File: config.mk
export PLATFORM = sky130hd
export DESIGN_NAME = uart_rx_fifo
export DESIGN_NICKNAME = d
export VERILOG_FILES = /design/src/rtl/uart_rx_fifo.sv
export SDC_FILE = /design/constraint.sdc
export NUM_CORES = 1
export LEC_CHECK = 0
export CORE_MARGIN = 2
export CORE_UTILIZATION = 66
export DETAILED_ROUTE_END_ITERATION = 6
export PLACE_DENSITY_LB_ADDON = 0.1
export SETUP_SLACK_MARGIN = 0.05
export SYNTH_ARGS = -nofsm -noshare
export SYNTH_HDL_FRONTEND = slang
export SYNTH_SLANG_ARGS = --single-unit
File: constraint.sdc
create_clock -name clk -period 8.38 [get_ports clk]
set_input_delay 1.676 -clock clk [delete_from_list [all_inputs] [get_ports clk]]
set_output_delay 1.676 -clock clk [all_outputs]
set_load 0.02 [all_outputs]
File: src/rtl/uart_rx_fifo.sv
// uart_rx_fifo
//   16x-oversampling UART receiver with majority-vote bit sampling, a framing
//   check and a receive FIFO that the consumer drains with a rd strobe.
//   With UART_RX_PARITY_EN defined, the frame is 8E1 and parity_err is live.
//   Without it, the frame is 8N1 and parity_err is tied 0.
//
// Ports
//   clk        system clock
//   resetq     asynchronous reset, active low
//   rx         serial line, idle high, asynchronous to clk
//   rd         pop strobe, honoured only while valid=1
//   valid      FIFO non-empty
//   data       FIFO head byte
//   level      FIFO occupancy 0..FIFO_DEPTH
//   frame_err  sticky: stop bit sampled low
//   overrun    sticky: byte completed into a full FIFO with no pop
//   parity_err sticky: parity mismatch
//   clr_err    clears all sticky flags (a set event in the same cycle wins)
//
// state   | meaning
// --------+-------------------------------------------------------------
// IDLE    | line idle, waiting for a synced 1->0 edge
// START   | validating the start bit; a high majority rejects it as a glitch
// DATA    | shifting in 8 data bits, LSB first
// PARITY  | sampling the even-parity bit (parity build only)
// STOP    | sampling the stop bit; push, discard or flag the byte
// BREAK   | line low after a framing error; wait for it to go high
module uart_rx_fifo #(
    parameter int CLKFREQ    = 50000000,
    parameter int BAUD       = 115200,
    parameter int FIFO_DEPTH = 16,
    localparam int L         = $clog2(FIFO_DEPTH) + 1
) (
    input  logic         clk,
    input  logic         resetq,
    input  logic         rx,
    input  logic         rd,
    output logic         valid,
    output logic [7:0]   data,
    output logic [L-1:0] level,
    output logic         frame_err,
    output logic         overrun,
    output logic         parity_err,
    input  logic         clr_err
);

    localparam int DIV = CLKFREQ / (16 * BAUD);
    localparam int TW  = (DIV > 1) ? $clog2(DIV) : 1;
    localparam int AW  = $clog2(FIFO_DEPTH);

    typedef enum logic [2:0] {
        ST_IDLE, ST_START, ST_DATA, ST_PARITY, ST_STOP, ST_BREAK
    } state_t;

    state_t        state;
    logic          rx_s1, rx_s2, rx_prev;
    logic [TW-1:0] tick_cnt;
    logic [3:0]    s;
    logic [2:0]    bit_cnt;
    logic [7:0]    shreg;
    logic          v7, v8;
    logic          tick, start_edge, dec, wrap, bit_val;
    logic          push_evt, frame_evt;

    // The edge history resets to 0, so the line must be observed high
    // before a falling edge can count as a start bit.
    always_ff @(posedge clk or negedge resetq) begin
        if (!resetq) begin
            rx_s1   <= 1'b1;
            rx_s2   <= 1'b1;
            rx_prev <= 1'b0;
        end else begin
            rx_s1   <= rx;
            rx_s2   <= rx_s1;
            rx_prev <= rx_s2;
        end
    end

    assign start_edge = rx_prev & ~rx_s2;
    assign tick       = (tick_cnt == TW'(DIV - 1));

    always_ff @(posedge clk or negedge resetq) begin
        if (!resetq)
            tick_cnt <= '0;
        else if ((state == ST_IDLE && start_edge) || tick)
            tick_cnt <= '0;
        else
            tick_cnt <= tick_cnt + TW'(1);
    end

    assign dec     = tick && (s == 4'd9);
    assign wrap    = tick && (s == 4'd15);
    assign bit_val = (v7 & v8) | (v7 & rx_s2) | (v8 & rx_s2);

`ifdef UART_RX_PARITY_EN
    logic par_bad;
    logic par_evt;
    assign push_evt = (state == ST_STOP) && dec && bit_val && !par_bad;
    assign par_evt  = (state == ST_STOP) && dec && bit_val && par_bad;
`else
    assign push_evt   = (state == ST_STOP) && dec && bit_val;
    assign parity_err = 1'b0;
`endif
    assign frame_evt = (state == ST_STOP) && dec && !bit_val;

    always_ff @(posedge clk or negedge resetq) begin
        if (!resetq) begin
            state     <= ST_IDLE;
            s         <= '0;
            bit_cnt   <= '0;
            shreg     <= '0;
            v7        <= 1'b0;
            v8        <= 1'b0;
            frame_err <= 1'b0;
`ifdef UART_RX_PARITY_EN
            par_bad    <= 1'b0;
            parity_err <= 1'b0;
`endif
        end else begin
            if (tick && s == 4'd7) v7 <= rx_s2;
            if (tick && s == 4'd8) v8 <= rx_s2;

            if (state == ST_IDLE)
                s <= '0;
            else if (tick)
                s <= s + 4'd1;

            frame_err <= frame_evt | (frame_err & ~clr_err);
`ifdef UART_RX_PARITY_EN
            parity_err <= par_evt | (parity_err & ~clr_err);
`endif

            case (state)
                ST_IDLE: begin
                    if (start_edge) state <= ST_START;
                end
                ST_START: begin
                    if (dec && bit_val)
                        state <= ST_IDLE;
                    else if (wrap) begin
                        state   <= ST_DATA;
                        bit_cnt <= '0;
`ifdef UART_RX_PARITY_EN
                        par_bad <= 1'b0;
`endif
                    end
                end
                ST_DATA: begin
                    if (dec) shreg <= {bit_val, shreg[7:1]};
                    if (wrap) begin
                        if (bit_cnt == 3'd7)
`ifdef UART_RX_PARITY_EN
                            state <= ST_PARITY;
`else
                            state <= ST_STOP;
`endif
                        else
                            bit_cnt <= bit_cnt + 3'd1;
                    end
                end
`ifdef UART_RX_PARITY_EN
                ST_PARITY: begin
                    // Even parity: data bits plus parity bit must XOR to 0.
                    if (dec) par_bad <= ^{shreg, bit_val};
                    if (wrap) state <= ST_STOP;
                end
`endif
                ST_STOP: begin
                    // Decide mid stop bit so a following start edge is not missed.
                    if (dec) state <= bit_val ? ST_IDLE : ST_BREAK;
                end
                ST_BREAK: begin
                    if (rx_s2) state <= ST_IDLE;
                end
                default: state <= ST_IDLE;
            endcase
        end
    end

    logic [7:0]    mem [FIFO_DEPTH];
    logic [AW-1:0] wptr, rptr;
    logic          pop, full, do_write;

    assign valid    = (level != '0);
    assign full     = (level == L'(FIFO_DEPTH));
    assign pop      = rd && valid;
    assign do_write = push_evt && (!full || pop);
    assign data     = mem[rptr];

    always_ff @(posedge clk or negedge resetq) begin
        if (!resetq) begin
            for (int i = 0; i < FIFO_DEPTH; i++) mem[i] <= '0;
            wptr    <= '0;
            rptr    <= '0;
            level   <= '0;
            overrun <= 1'b0;
        end else begin
            if (do_write) begin
                mem[wptr] <= shreg;
                wptr      <= wptr + AW'(1);
            end
            if (pop) rptr <= rptr + AW'(1);
            case ({do_write, pop})
                2'b10:   level <= level + L'(1);
                2'b01:   level <= level - L'(1);
                default: level <= level;
            endcase
            overrun <= (push_evt && full && !pop) | (overrun & ~clr_err);
        end
    end

endmodule

Word level (Yosys, flattened, before mapping). Cells that the tools add are included.

Flip-flop bits (word level): 171.

Add/subtract/negate cells: 7. $lt $le $gt $ge: 3. Eq/ne operators: 22. Multiplexer cells: 24. Bitwise operators: 14. Reductions and logical operators: 27.

Operators with widths (number): $bwmux 128 (1); $mux 3 (12); $bmux 8 s4 (1); $demux 8 s4 (1); $mux 8 (3); $ne 2x2->1 const B (8); $pmux 3 s5 (1); $logic_and 1x1->1 (14); $add 4x1->4 const B (3); $eq 4x4->1 const B (3); $add 5x1->5 const B (2); $eq 5x5->1 const B (2); $ge 5x5->1 const B (2); $not 4->5 (2); $pmux 5 s2 (1); $eq 3x3->1 const B (3); $mux 4 (2); $and 1x1->1 (6); $pmux 3 s2 (1); $reduce_and 6->1 (1); $reduce_bool 2->1 (3); $lt 5x1->1 const B (1); $mux 5 (1); $reduce_and 5->1 (1); other kinds (15) (22).

Longest topological paths before layout. Gate-level depths: netlist of run 1.

Depth in word-level cells: 7. Gate-level depth with buffers: 13.

Worst setup path before layout of run 1. OpenSTA, ideal clock, no wires.

Path kind: input to register. From: input port rd. To: register level[4]. Library setup time: 125 ps. Data arrival time: 3784 ps. Setup slack: 4470 ps. Cell stages on the path: 11. Cell sequence: nor3_2 > buf_4 > nand4b_1 > ha_1 > clkbuf_1 > xor2_1 > ha_1 > a21o_1 > a22oi_1 > o211a_1 > a2111oi_0.

Cells in the longest elaborated chain, start to end: 5. Elaborated cells between the ends (all ways): 7. Those cells by class: 2 x eq/ne; 1 x mux; 4 x reduce/logical.

Ends and longest elaborated chain: from (decl) (line 37) `input logic rd,`; $logic_and 1x1->1 * (line 186) `assign pop = rd && valid;`; $logic_or 1x1->1 (line 187) `assign do_write = push_evt && (!full || pop);`; $logic_and 1x1->1 (line 187); $eq 2x1->1 / $eq 2x2->1 (equally long branches) (line 203) `case ({do_write, pop})`; $pmux 5 s2 / $reduce_bool 2->1 (equally long branches); to (signal assigned) (line 204) `2'b10: level <= level + L'(1);`; to (signal assigned) (line 205) `2'b01: level <= level - L'(1);`; to (signal assigned) (line 206) `default: level <= level;`; to (decl) (line 40) `output logic [L-1:0] level,`.

Mark *: on every way between the ends. The rest lies on a longest branch, timed or not. A chain may end at the register's enable or synchronous reset.

Final worst setup path of run 1.
From: register rptr[0]. To: output port data[7].

Cells in the longest elaborated chain, start to end: 4.

Ends and longest elaborated chain: from (decl) (line 181) `logic [AW-1:0] wptr, rptr;`; from (signal assigned) (line 202) `if (pop) rptr <= rptr + AW'(1);`; $not 4->5 (not written as such) (line 188) `assign data = mem[rptr];`; $bmux 8 s4 (line 188); $mux 8 (not written as such) (2 in series) (line 188); to (decl) (line 39) `output logic [7:0] data,`.

No other way between the ends. The select of a mux whose other input is x is not followed.

==> results.md, run 1 <==
* PortBufs at 20
* Die W at roughly 120 um
* Mapped Area at about 8200 um2
* Avg Inst Size Synth at between 10 and 15 um2
* # hold bufs at CTS at 0
* Routed wire length at 16.5 mm
* Maximum VDD drop at around 0.00018 V
* CP arrival at about 3.2 ns
* CP startpoint: rptr[0]
* Util after Layout at between 70% and 80%
* Crit path capture: data[7]
* FF-to-FF setup slack at roughly 4.9 ns
* Cell internal pwr at between 1500 and 2000 uW
* Worst Path Max Fanout at 20
* Clk root buf: clkbuf_16
* Status: finished, final reports clean
* Pins Over Slew Limit at 0
* Synth area leaders: dfrtp_1 52%, mux2_2 19%, mux4_2 11%
* Total power at between 2000 and 2500 uW
* Initial Utilization at just under 70%
* Initial DRC Count at 364
* CTS tree: done
* Clock transition at path regs at ~0.060 ns
* Post-layout net count at 583
* GPL Wtd Cong at between 0.8 and 0.9
* Post-detailed-route count of antenna-violating nets at 0
* Crit path kind: flip-flop to output pin
* Critical path launch point type: flip-flop
* Hold crit path type: flip-flop to flip-flop
* Reg2Reg Launch Point: level[1]
* Core Box Area at 12100 um2
* Period utilization at approximately three fifths
* Worst Skew at roughly 0.015 ns
* Share of the yosys chip area belonging to registers at approximately 52%
* Maximum clock path buffer count at 2
* Worst Setup End Kind: output pin
* Post-CTS Resized at 0
* Largest net degree at the start of global routing at ~110
* Die Footprint at between 10000 and 15000 um2
* Fin Setup TNS at 0 ns
* #FFs+latches synth at 171
* Power per cell area at ~230 nW/um2
* Vias at 4643
* Net switching power at between 500 and 600 uW
* Synthesized net count at 570
* DP HPWL at 10.1 mm
* Hold Vio Cnt, Final at 0
* Most common library cells after synthesis: 169 x dfrtp_1, 141 x mux2_2, 40 x mux4_2
* Io pins at 22
* Post-layout min period at ~4.9 ns
* Initial antenna violation count at 0
* Top FF cell, synth: dfrtp_1
* R2r endpoint: level[4]
* Place WS at ~3.7 ns
* Clk_lat worst skew at approximately 0.44 ns
* Drt first pass iters at 4
* RSZ-0062 raised after global routing: false
* Final setup vio count at 0
* Diode count at 0
* Static leakage at 0.00415 uW
* Slew HR at between 20% and 30%
* Count leader, synth: dfrtp_1
* WL per Instance at approximately 22 um
* Cells on worst reg2reg path at 11
* Max Cap Viol at 0
* Seq pwr share at 45.6%
* Worst Tran Pin Value at roughly 1.1 ns
* Clock Sinks at approximately 170
* Max Clock Freq at 205 MHz
* Filler-free cell count of the finished design at ~740
* Die Y at 115 um
* CTS H-tree lvls at 4
* Vias per cell at ~6.2
* Post-synth EDFFs at 0
* Number of global-route vias before repair at just under 5000
* Overall global routing resource usage at between 20% and 30%
* Async SR Flop Fraction at 100%
* Share of cells above drive strength 1 at a little over two fifths
* Post-CTS setup buffers at 0
* Remaining DRCs at 0
* CTS Buf Count at 17
* Clk pwr share at a little under two fifths
* Row Count at 40
* First-pass GRT wire length at 27.2 mm
* Post-Synthesis Cells at 550
* Syn-to-layout area delta at 11.2%
* Final WS setup at around 3.5 ns
* Cell variety after synth at between 50 and 60
* Remaining global-route overflow at 0
* Placed instance count at ~700
* Critical Path RT at between 6 and 7 ns
* Yosys top cell by area: dfrtp_1
* Combinational Power Share at 16.8%
* Synth warn at 0
* Hold path cells at 0
* Switch share at between 20% and 30%
* Post-synth top area share at around half
state kept, by name, indices dropped and copies added, names as in the netlist, 3 cells and up:
register	cells
tick_cnt	5
mem	128
bit_cnt	3
level	5
wptr	4
rptr	4
state	3
s	4
shreg	8
kinds of logic (layout without fill, tap and decap cells):
kind of cell	Yosys count	after routing	synth area share (%)
other	1	1	0.0459
adder cells (fa/ha/maj)	16	16	2.42
AND/OR/NAND/NOR	91	91	7.65
XOR/XNOR	17	17	1.82
buffers and inverters	43	69	2.42
multiplexers	181	181	30.5
AO/OA/AOI/OAI	30	30	2.70
flip-flops	171	171	52.5
worst min path at each step:
| stage | start | end | slack, ns |
|---|---|---|---|
| after floorplan | rx_s1 | rx_s2 | 0.35 |
| after global placement | rx_s1 | rx_s2 | 0.35 |
| after detailed placement | rx_s1 | rx_s2 | 0.35 |
| after CTS | rx_s1 | rx_s2 | 0.36 |
| after global routing | rx_s1 | rx_s2 | 0.36 |
| final | rx_s1 | rx_s2 | 0.36 |
power by group through the flow:
stage          clock network, uW  logic [uW]  registers, uW
3_3_place_gp                   0         348            978
4_1_cts                      812         364            968
3_5_place_dp                   0         361            982
5_1_grt                      853         395            979
6_report                     796         357            966
2_1_floorplan                  0         295            931
placed cells by master (no fill, tap or decap), drive strengths merged, types with 4 or more instances in the layout:
cell	n
mux2	141
clkinvlp	4
mux4	40
clkbuf	18
nand4	5
inv	12
xnor2	7
clkinv	6
nand3	8
xor2	10
clkdlybuf4s50	19
nor2b	4
nand2	19
a31oi	4
nor3	21
nor2	14
buf	7
ha	15
dfrtp	169
critical path, cell delays in order, from the launching register on:
cell and delay, ns:
dfrtp_2 0.70, buf_4 0.47, mux4_2 0.56, mux4_2 0.48, clkdlybuf4s50_1 0.55
final cells by class:
| type | instances | area, um2 |
|---|---|---|
| clock buffers | 18 | 439 |
| clock inverters | 14 | 170 |
| fillers | 722 | 2980 |
| inverters | 11 | 41.3 |
| multi-input cells | 336 | 3690 |
| flip-flops and latches | 171 | 4280 |
| well taps | 168 | 210 |
| repair buffers | 26 | 246 |
per-layer routing:
metal | vias to the layer above | track usage, % | wire (um)
met5 | - | 0 | 0
met4 | 0 | 8.27 | 62
met3 | 8 | 6.27 | 847
met2 | 116 | 44.8 | 8660
met1 | 2451 | 39.1 | 6900
li1 | 2068 | - | -
stage by stage:
stage	hold slack [ns]	area (um2)
3_5_place_dp	0.348	8470
4_1_cts	0.357	9080
3_3_place_gp	0.348	8470
6_report	0.356	9080
2_1_floorplan	0.345	8160
5_1_grt	0.359	9080
Power figures use the tool's default switching activity.
==> run 2, diff against run 1 <==
--- a/config.mk
+++ b/config.mk
@@ -6,7 +6,7 @@
 export NUM_CORES = 1
 export LEC_CHECK = 0
 export CORE_MARGIN = 2
-export CORE_UTILIZATION = 66
+export CORE_UTILIZATION = 62
 export DETAILED_ROUTE_END_ITERATION = 6
 export PLACE_DENSITY_LB_ADDON = 0.1
 export SETUP_SLACK_MARGIN = 0.05
==> constraint.sdc (replaced) <==
create_clock -name clk -period 5 [get_ports clk]
set_input_delay 1 -clock clk [delete_from_list [all_inputs] [get_ports clk]]
set_output_delay 1 -clock clk [all_outputs]
set_load 0.02 [all_outputs]
==> run 2 against run 1 <==
Against the previous run:
- die area rose by 6.2%
- critical path depth did not move
- setup slack got worse by 2.7 ns
- combinational power rose by 64%
- non-clock buffer count rose by 1
- largest power group unchanged
- global-route usage fell by 1.3 points
- sequential power rose by 69%
- power rose by 67%
- register-to-register slack got worse by 3.4 ns
- first-iteration DRC count fell by 6.9%
- hold slack got worse by 0.0013 ns
==> results.md, run 2 (synthesized netlist as in run 1, its figures left out) <==
* WL per Instance at 22.7 um (+2.8%)
* PortBufs at 20 (unchanged)
* Placed instance count at 717 (+0.70%)
* Syn-to-layout area delta at 11.3% (about the same)
* Worst Setup End Kind: output pin
* Post-layout net count at 584 (+0.17%)
* Worst Tran Pin Value at 1.19 ns (+0.0378 ns)
* Post-detailed-route count of antenna-violating nets at 0 (unchanged)
* Top Metal Used: met4
* Largest Register: mem
* Hold crit path type: flip-flop to flip-flop
* Routed wire length at 17.0 mm (+3.4%)
* Period utilization at between 80 and 90%
* Post-CTS Resized at 0 (unchanged)
* CTS Buf Count at 17 (unchanged)
* Hold Vio Cnt, Final at 0 (unchanged)
* First-pass GRT wire length at 27.9 mm (+2.8%)
* Max Cap Viol at 0 (unchanged)
* Worst Path Max Fanout at 21 (+5.0%)
* Remaining DRCs at 0 (unchanged)
* Initial antenna violation count at 0 (unchanged)
* Leading cell type in the layout, fill and taps excluded: dfrtp_1
* Number of global-route vias before repair at 4999 (+2.0%)
* Most frequent cells in the layout: 168 x dfrtp_1, 141 x mux2_2, 40 x mux4_2
* Die Footprint at 14100 um2 (+6.2%)
* Met3 wire length at 704 um (-17%)
* Vias at 4717 (+1.6%)
* CP arrival at 3.16 ns (-0.05 ns)
* Max Clock Freq at around 240 MHz
* Total power at 3550 uW (+67%)
* Share of cells above drive strength 1 at 43.0% (-0.075 points)
* Die Y at 119 um (+3.1%)
* Max reg flops at 128 (unchanged)
* Overall global routing resource usage at 26.6% (-1.3 points)
* Pins Over Slew Limit at 0 (unchanged)
* Power per cell area at 390 nW/um2 (+67%)
* Status: finished, final reports clean
* Crit path kind: flip-flop to output pin
* CTS H-tree lvls at 4 (unchanged)
* Critical path launch point type: flip-flop
* Core Box Area at 12700 um2 (+5.5%)
* Post-layout min period at ~4.2 ns
* Hold WS at 0.355 ns (-0.00125 ns)
* Critical Path RT at 4.00 ns (-2.70 ns)
* Fin Setup TNS at 0 ns (unchanged)
* Initial Utilization at 64.2% (-3.5 points)
* Diode count at 0 (unchanged)
* CTS tree: done
* DP HPWL at 10.6 mm (+5.7%)
* Clock Sinks at 171 (unchanged)
* Row Count at 41 (+2.5%)
* Dpl cell area at 8480 um2 (+0.15%)
* WL met2 at 8.93 mm (+3.1%)
* Clock transition at path regs at 0.06 ns (about the same)
* Clk root buf: clkbuf_16
* Die W at 119 um (+3.1%)
* Io pins at 22 (unchanged)
* Drt first pass iters at 4 (unchanged)
* Clk_lat worst skew at 0.43 ns (about the same)
* Maximum VDD drop at 0.000378 V (+110%)
* Largest net degree at the start of global routing at 114 (+8.6%)
* # hold bufs at CTS at 0 (unchanged)
* Post-CTS setup buffers at 0 (unchanged)
* Final instance area at 9090 um2 (about the same)
* Final setup vio count at 0 (unchanged)
* Filler-free cell count of the finished design at 749 (+0.67%)
* WL met1 at 7.17 mm (+4.0%)
* Maximum clock path buffer count at 2 (unchanged)
* Slew HR at 20.5% (-2.5 points)
* Initial DRC Count at 339 (-6.9%)
* Biggest regs: mem: 128 flops, shreg: 8 flops
* Worst Skew at 0.00801 ns (-0.00723 ns)
* Vias per cell at 6.30 (+0.92%)
* Remaining global-route overflow at 0 (unchanged)
* GPL Wtd Cong at 0.814 (about the same)
* RSZ-0062 raised after global routing: false
* Static leakage at 0.00415 uW (+0.18%)
run 2: cell count changes in the layout (fill, tap and decap cells not counted):
| cell | previous run | this run |
|---|---|---|
| clkinvlp_4 | 4 | 3 |
| clkbuf_8 | 1 | 2 |
| buf_4 | 6 | 7 |
| inv_6 | 1 | 0 |
| clkinv_4 | 3 | 1 |
| clkbuf_1 | 0 | 1 |
| clkinv_2 | 3 | 5 |
run 2: cell type report:
| class | instances | area, um2 |
|---|---|---|
| Clock buffer | 20 | 457 |
| Clock inverter | 12 | 146 |
| Fill cell | 880 | 3640 |
| Inverter | 11 | 41.3 |
| Multi-Input combinational cell | 336 | 3690 |
| Sequential cell | 171 | 4280 |
| Tap cell | 172 | 215 |
| Timing Repair Buffer | 27 | 254 |
run 2: power by group:
| part | leakage, uW | total [uW] | switching [uW] | internal [uW] |
|---|---|---|---|---|
| Sequential | 0.00234 | 1630 | 175 | 1460 |
| Clock | 0.000292 | 1330 | 523 | 807 |
| Combinational | 0.00152 | 586 | 286 | 300 |
| Total | 0.00415 | 3550 | 984 | 2560 |
run 2: through the flow:
step           util, %  worst slack, ns
2_1_floorplan        -             1.72
3_3_place_gp      66.7             1.27
3_5_place_dp      66.7             1.21
4_1_cts           71.4            0.767
5_1_grt           71.4            0.691
6_report          71.4            0.839
run 2: worst paths after layout:
kind                             startpoint       end  slack (ns)  cells past startpoint
worst min register to register        rx_s1     rx_s2        0.35                      0
max in group asynchronous            resetq   mem[30]        3.21                      2
worst max register to register  tick_cnt[0]  level[4]        1.48                     12
worst min-delay path                  rx_s1     rx_s2        0.35                      0
worst max-delay path                rptr[0]   data[7]        0.84                      4
min in group asynchronous            resetq   mem[70]        0.68                      1
run 2: critical path: stages (launching register included):
cell	delay, ns
dfrtp_2	0.82
buf_4	0.34
mux4_2	0.51
mux4_2	0.49
clkdlybuf4s50_1	0.56
run 2: layer usage:
layer | global-route usage, % | vias to the layer above
li1 | - | 2059
met3 | 5.02 | 25
met5 | 0 | -
met4 | 9.08 | 0
met2 | 44.0 | 117
met1 | 35.8 | 2516
